**config.mk**
```make
export PLATFORM = sky130hd
export DESIGN_NAME = tdc_thermo_decoder
export DESIGN_NICKNAME = d
export VERILOG_FILES = /design/src/rtl/tdc_thermo_decoder.sv
export SDC_FILE = /design/constraint.sdc
export NUM_CORES = 1
export LEC_CHECK = 0
export CORE_ASPECT_RATIO = 1.2
export CORE_MARGIN = 2
export CORE_UTILIZATION = 50
export DETAILED_ROUTE_END_ITERATION = 8
export PLACE_DENSITY = 0.72
export SYNTH_ARGS = -nofsm -noshare
export SYNTH_HDL_FRONTEND = slang
export SYNTH_SLANG_ARGS = --single-unit
```
**constraint.sdc**
```tcl
create_clock -name clk -period 7.1 [get_ports clk]
set_clock_uncertainty 0.15 [all_clocks]
set_input_delay 0.71 -clock clk [delete_from_list [all_inputs] [get_ports clk]]
set_output_delay 0.71 -clock clk [all_outputs]
set_load 0.05 [all_outputs]
```
**src/rtl/tdc_thermo_decoder.sv**
```systemverilog
`default_nettype none
// ============================================================================
//  Module      : tdc_thermo_decoder
//  Description : Time-to-digital converter back end. Samples a thermometer
//                coded carry-chain delay line, bubble-corrects it with a
//                3-tap majority filter, counts the corrected ones as the fine
//                code and pairs it with a free-running coarse cycle counter.
//                A small IDLE/ARMED/HOLD controller accepts one hit per arm
//                request and holds the result until it is handshaken out.
//  Revision    : 1.0 - initial release
// ----------------------------------------------------------------------------
//  Ports
//    clk        in   rising-edge clock
//    rst_n      in   asynchronous active-low reset
//    taps       in   [LENGTH-1:0] thermometer taps, bit 0 nearest the start
//    arm        in   single-cycle request to accept the next hit
//    out_ready  in   consumer accepts the held result
//    out_valid  out  result present on coarse/fine
//    coarse     out  [COARSE_W-1:0] counter value of the hit sample cycle
//    fine       out  [FINE_W-1:0] bubble-corrected ones count of the hit
//    armed      out  waiting for a hit
//    missed     out  sticky: a hit arrived while a result was pending
// ============================================================================
module tdc_thermo_decoder #(
    parameter  int LENGTH   = 8,
    parameter  int COARSE_W = 16,
    localparam int FINE_W   = $clog2(LENGTH + 1)
) (
    input  logic                clk,
    input  logic                rst_n,
    input  logic [LENGTH-1:0]   taps,
    input  logic                arm,
    input  logic                out_ready,
    output logic                out_valid,
    output logic [COARSE_W-1:0] coarse,
    output logic [FINE_W-1:0]   fine,
    output logic                armed,
    output logic                missed
);

    typedef enum logic [1:0] {
        IDLE  = 2'd0,
        ARMED = 2'd1,
        HOLD  = 2'd2
    } state_t;

    state_t              state;
    state_t              state_next;

    logic [COARSE_W-1:0] cnt;
    logic [LENGTH-1:0]   t1;
    logic [LENGTH-1:0]   t1_prev;
    logic [COARSE_W-1:0] c1;
    logic [LENGTH-1:0]   cor;
    logic [FINE_W-1:0]   fine_calc;
    logic                hit;

    // Second pipeline stage: the controller acts on the hit two edges after
    // the taps were sampled, giving the registered popcount a full cycle.
    logic                s2_hit;
    logic [FINE_W-1:0]   s2_fine;
    logic [COARSE_W-1:0] s2_coarse;

    // ------------------------------------------------------------------------
    // Bubble correction: 3-tap majority with the end taps replicated.
    // ------------------------------------------------------------------------
    for (genvar i = 0; i < LENGTH; i++) begin : g_cor
        logic lo;
        logic hi;
        if (i == 0) begin : g_lo_edge
            assign lo = t1[0];
        end else begin : g_lo_mid
            assign lo = t1[i-1];
        end
        if (i == LENGTH - 1) begin : g_hi_edge
            assign hi = t1[LENGTH-1];
        end else begin : g_hi_mid
            assign hi = t1[i+1];
        end
        assign cor[i] = (lo & t1[i]) | (lo & hi) | (t1[i] & hi);
    end

    always_comb begin
        fine_calc = '0;
        for (int i = 0; i < LENGTH; i++) begin
            fine_calc = fine_calc + FINE_W'(cor[i]);
        end
    end

    // Only the zero-to-nonzero transition of the sampled chain is a hit.
    assign hit = (t1_prev == '0) && (t1 != '0);

    // ------------------------------------------------------------------------
    // Counter and sampling pipeline
    // ------------------------------------------------------------------------
    always_ff @(posedge clk or negedge rst_n) begin
        if (!rst_n) begin
            cnt       <= '0;
            t1        <= '0;
            t1_prev   <= '0;
            c1        <= '0;
            s2_hit    <= 1'b0;
            s2_fine   <= '0;
            s2_coarse <= '0;
        end else begin
            cnt       <= cnt + COARSE_W'(1);
            t1        <= taps;
            t1_prev   <= t1;
            c1        <= cnt;
            s2_hit    <= hit;
            s2_fine   <= fine_calc;
            s2_coarse <= c1;
        end
    end

    // ------------------------------------------------------------------------
    // Controller
    // ------------------------------------------------------------------------
    always_ff @(posedge clk or negedge rst_n) begin
        if (!rst_n) begin
            state <= IDLE;
        end else begin
            state <= state_next;
        end
    end

    always_comb begin
        state_next = state;
        case (state)
            IDLE: begin
                // A simultaneous hit is deliberately dropped here.
                if (arm) begin
                    state_next = ARMED;
                end
            end
            ARMED: begin
                if (s2_hit) begin
                    state_next = HOLD;
                end
            end
            HOLD: begin
                if (out_ready) begin
                    state_next = IDLE;
                end
            end
            default: state_next = IDLE;
        endcase
    end

    // Result registers only load on the ARMED->HOLD transition, so they stay
    // stable for the whole HOLD period regardless of later hits or wraps.
    always_ff @(posedge clk or negedge rst_n) begin
        if (!rst_n) begin
            coarse <= '0;
            fine   <= '0;
            missed <= 1'b0;
        end else begin
            if (state == ARMED && s2_hit) begin
                coarse <= s2_coarse;
                fine   <= s2_fine;
            end
            if (state == IDLE && arm) begin
                missed <= 1'b0;
            end else if (state == HOLD && s2_hit) begin
                missed <= 1'b1;
            end
        end
    end

    assign out_valid = (state == HOLD);
    assign armed     = (state == ARMED);

endmodule
`default_nettype wire

```
==> impl_summary.md <==
Power
In this run, the combinational gates consume 10.4% of the power. The leakage power of the design is 1.79 nW. The clock network fraction of design power is 31.8%.

IR analysis of the VDD net gives a maximum drop of 196 uV. Total power for the finished layout comes to 0.000959 W. The power density of the placed cells is 256 nW/um^2.

The switching portion of total power is 24.9%. The cell-internal power is 0.000720 W. Sequential cells burn 57.8% of the power.

The analysis attributes to net switching a power of 0.000239 W.

GRT
The total overflow left after global routing is 0. Entering global routing, the biggest net connects 68 pins. The via count of the first global-routing pass came to 1609.

The global-route wire length before repair is 7.27 mm. For this run, the total global-route usage over all layers was measured as 13.8%. The number of antenna violations at the first check in global routing was 0. The met1 usage in global routing is 17.3%. The met3 track demand over resource is 3.70%. The busiest layer in global routing is met2. The met2 global-route usage is 21.0%.

Timing
The total negative slack is 0 ps. The transition time of the tightest slew-check pin is 879 ps. The hold violation count in the final report is 0.

After layout, the minimum clock period comes to 3380 ps. The total setup violations reported at the end of the flow is 0. The final-report max-slew violation count is 0.

The final period utilization is 47.6%. Timing would allow up to 0.296 GHz. Setup repair after global routing left no endpoint under its margin. The relative max-transition margin is 41.3%.

Die
The core region is 6050 um^2. The die is 90.8 um tall. The floorplan step set the die width to 76.3 um. The area of the die is 6930 um^2. The initial core utilization is 51.8%.

Pin placement for this block handled 35 I/O pins. The floorplan has 31 rows.

Clocking
The TritonCTS sink count is 92. TritonCTS built the clock tree. The number of gates resized after cts is 0.

After clock tree synthesis, the clock-pin slew on the worst setup and hold paths is 90 ps. The total clock buffers created by CTS is 9. The number of setup buffers added after CTS is 0.

CTS placed an instance of sky130_fd_sc_hd__clkbuf_8 at the clock tree root. In this run the number of H-tree levels came out at 3. The clock passes through at most 2 buffers. After clock tree synthesis, the flow added hold-fix buffers numbering 0. Clock latency on the worst-skew pair, taken at its later pin, is 350 ps.

Placement
The congestion estimate from routability-driven global placement came to 0.870. The final HPWL from detailed placement is 2.87 mm. Port buffering added 34 buffers.

Route
The routed length per placed instance is 12.7 um. The DRC violation count after routing is 0. The detailed router placed 1605 vias in this run. The detailed-router iteration count before antenna repair is 3.

The detailed-route vias per instance is 4.83. After detailed routing, the total wire length is 4.20 mm. After the first detailed-routing iteration, the DRC count stood at 81. The remaining antenna violation count after routing is 0.

Synthesis
The post-synthesis async set-or-reset flop share is 100%. The share of the yosys chip area belonging to registers is 73.4%. When the netlist entered floorplanning its net count stood at 222. The number of warnings printed during yosys synthesis is 0. In this run, distinct cell masters in the synthesized netlist total 24. The predominant post-synthesis flop cell is sky130_fd_sc_hd__dfrtp_1. The count of state elements after synthesis is 92. After synthesis the cells add up to 3140 um^2.

The instance count of the mapped netlist is 202. The post-synthesis average cell area is 15.5 um^2. In this run, synthesis inferred 0 flip-flops with an integrated enable.

Finish
The number of diodes added for antenna fixing is 0. The fill cell total of the finished layout is 476. The most frequent standard cell in the layout excluding fill and tap cells is sky130_fd_sc_hd__dfrtp_1. Leaving out fill and tap cells, the most frequent cells in the layout are sky130_fd_sc_hd__dfrtp_1 (92), sky130_fd_sc_hd__clkdlybuf4s50_1 (33), sky130_fd_sc_hd__mux2_2 (20). The area overhead of the layout relative to synthesis is 19.3%. In the final design database the tool counted 265 nets. The share of final-layout standard cells stronger than drive strength 1 is 16.0%.

Min path
The worst hold path belongs to the class primary input to async pin.

Critical path
Setup slack on the worst reg-to-reg path comes out at 3720 ps. The category of the worst setup path launch point is a flip-flop. In this run the critical register-to-register path is captured at s2_fine[1]. Data on the critical path is required at its endpoint by 7240 ps. Together, buffers and inverters on the worst path number 4.

In this run the critical register-to-register path is launched from t1[2]. The largest stage delay on the critical path is 540 ps. The worst-case reg-to-reg path depth is 10. The critical path in this run is classified as flip-flop to flip-flop. The gate family responsible for the most delay along the worst path is adder cells.

The largest individual stage delay along the critical path comes from the cell sky130_fd_sc_hd__fa_1. STA classifies the critical path endpoint as a flip-flop. Data on the critical path arrives at its endpoint at 3520 ps. The largest driver fanout on the critical path is 5. Walking the worst path, the cells encountered are maj3_1 > fa_1 > fa_1 > inv_1 > fa_1 > inv_1 > ha_1 > inv_1 > fa_1 > inv_1.

Job
The max-capacitance violation count is 0.

Run status
The flow ran to the end, and the final reports show no timing, DRC or antenna violations.
==> through the flow <==
step	hold WS, ps	worst slack, ps	std cells	area, um^2	util [%]
floorplan	181	3820	202	3140	-
global placement	182	3790	316	3570	58.9
detailed placement	185	3730	316	3570	58.9
CTS	92.7	3710	332	3740	61.8
global route	109	3580	332	3740	61.8
finish	95.4	3720	332	3740	61.8
==> area by class of cell <==
class | count | area, um^2 | share of cell area (%)
multi-input combinational | 95 | 771 | 20.6
sequential | 92 | 2300 | 61.5
clock inverter | 6 | 38.8 | 1.04
tap | 82 | 103 | 2.74
clock buffer | 10 | 138 | 3.68
timing repair buffer | 35 | 345 | 9.23
inverter | 12 | 45.0 | 1.20
==> Yosys cell counts, drive strengths merged, types with 3 or more instances <==
master	number	area (um^2)
a21oi	7	35.0
dfrtp	92	2300
fa	4	80.1
ha	4	50.1
inv	12	45.0
maj3	3	30.0
mux2	20	225
nand2	7	26.3
nand3	5	25.0
nand4	4	31.3
nor2	9	33.8
nor3	3	15.0
nor4	7	43.8
xnor2	5	43.8
xor2	10	87.6
==> sequential cells by signal, summed over array words and instances, names as in the netlist <==
signal and flops:
s2_hit 1, fine 4, cnt 16, coarse 16, c1 16, t1 8, t1_prev 8, s2_fine 4
state 2, s2_coarse 16, missed 1
==> how the worst max path moves through the flow <==
stage           from  cells after the start    endpoint
3_5_place_dp   t1[2]                     10  s2_fine[1]
3_3_place_gp   t1[2]                     10  s2_fine[2]
4_1_cts        t1[2]                     10  s2_fine[1]
6_report       t1[2]                     10  s2_fine[1]
5_1_grt        t1[3]                     10  s2_fine[1]
2_1_floorplan  t1[2]                     10  s2_fine[2]
==> power groups by stage <==
stage / Clock (W) / Combinational [W] / Sequential (W)
6_report: 0.000305 / 0.0000999 / 0.000554
2_1_floorplan: 0 / 0.0000472 / 0.000579
3_5_place_dp: 0 / 0.000102 / 0.000565
3_3_place_gp: 0 / 0.0000984 / 0.000564
4_1_cts: 0.000317 / 0.000102 / 0.000554
5_1_grt: 0.000338 / 0.000112 / 0.000557
==> logic make-up (layout without fill, tap and decap cells) <==
family / after synthesis / count (layout) / synth area share [%]
XOR/XNOR: 15 / 15 / 4.19
AND/OR/NAND/NOR: 40 / 40 / 6.62
multiplexers: 20 / 20 / 7.18
buffers and inverters: 15 / 63 / 2.03
adder cells (fa/ha/maj): 11 / 11 / 5.11
flip-flops: 92 / 92 / 73.4
AO/OA/AOI/OAI: 9 / 9 / 1.48
==> layer usage <==
metal / part of all wire, % / vias to the layer above
met5: 0 / -
met4: 3.1 / 0
met3: 3.9 / 9
met2: 49 / 33
met1: 44 / 806
li1: - / 757
(Power assumes the default switching activity.)
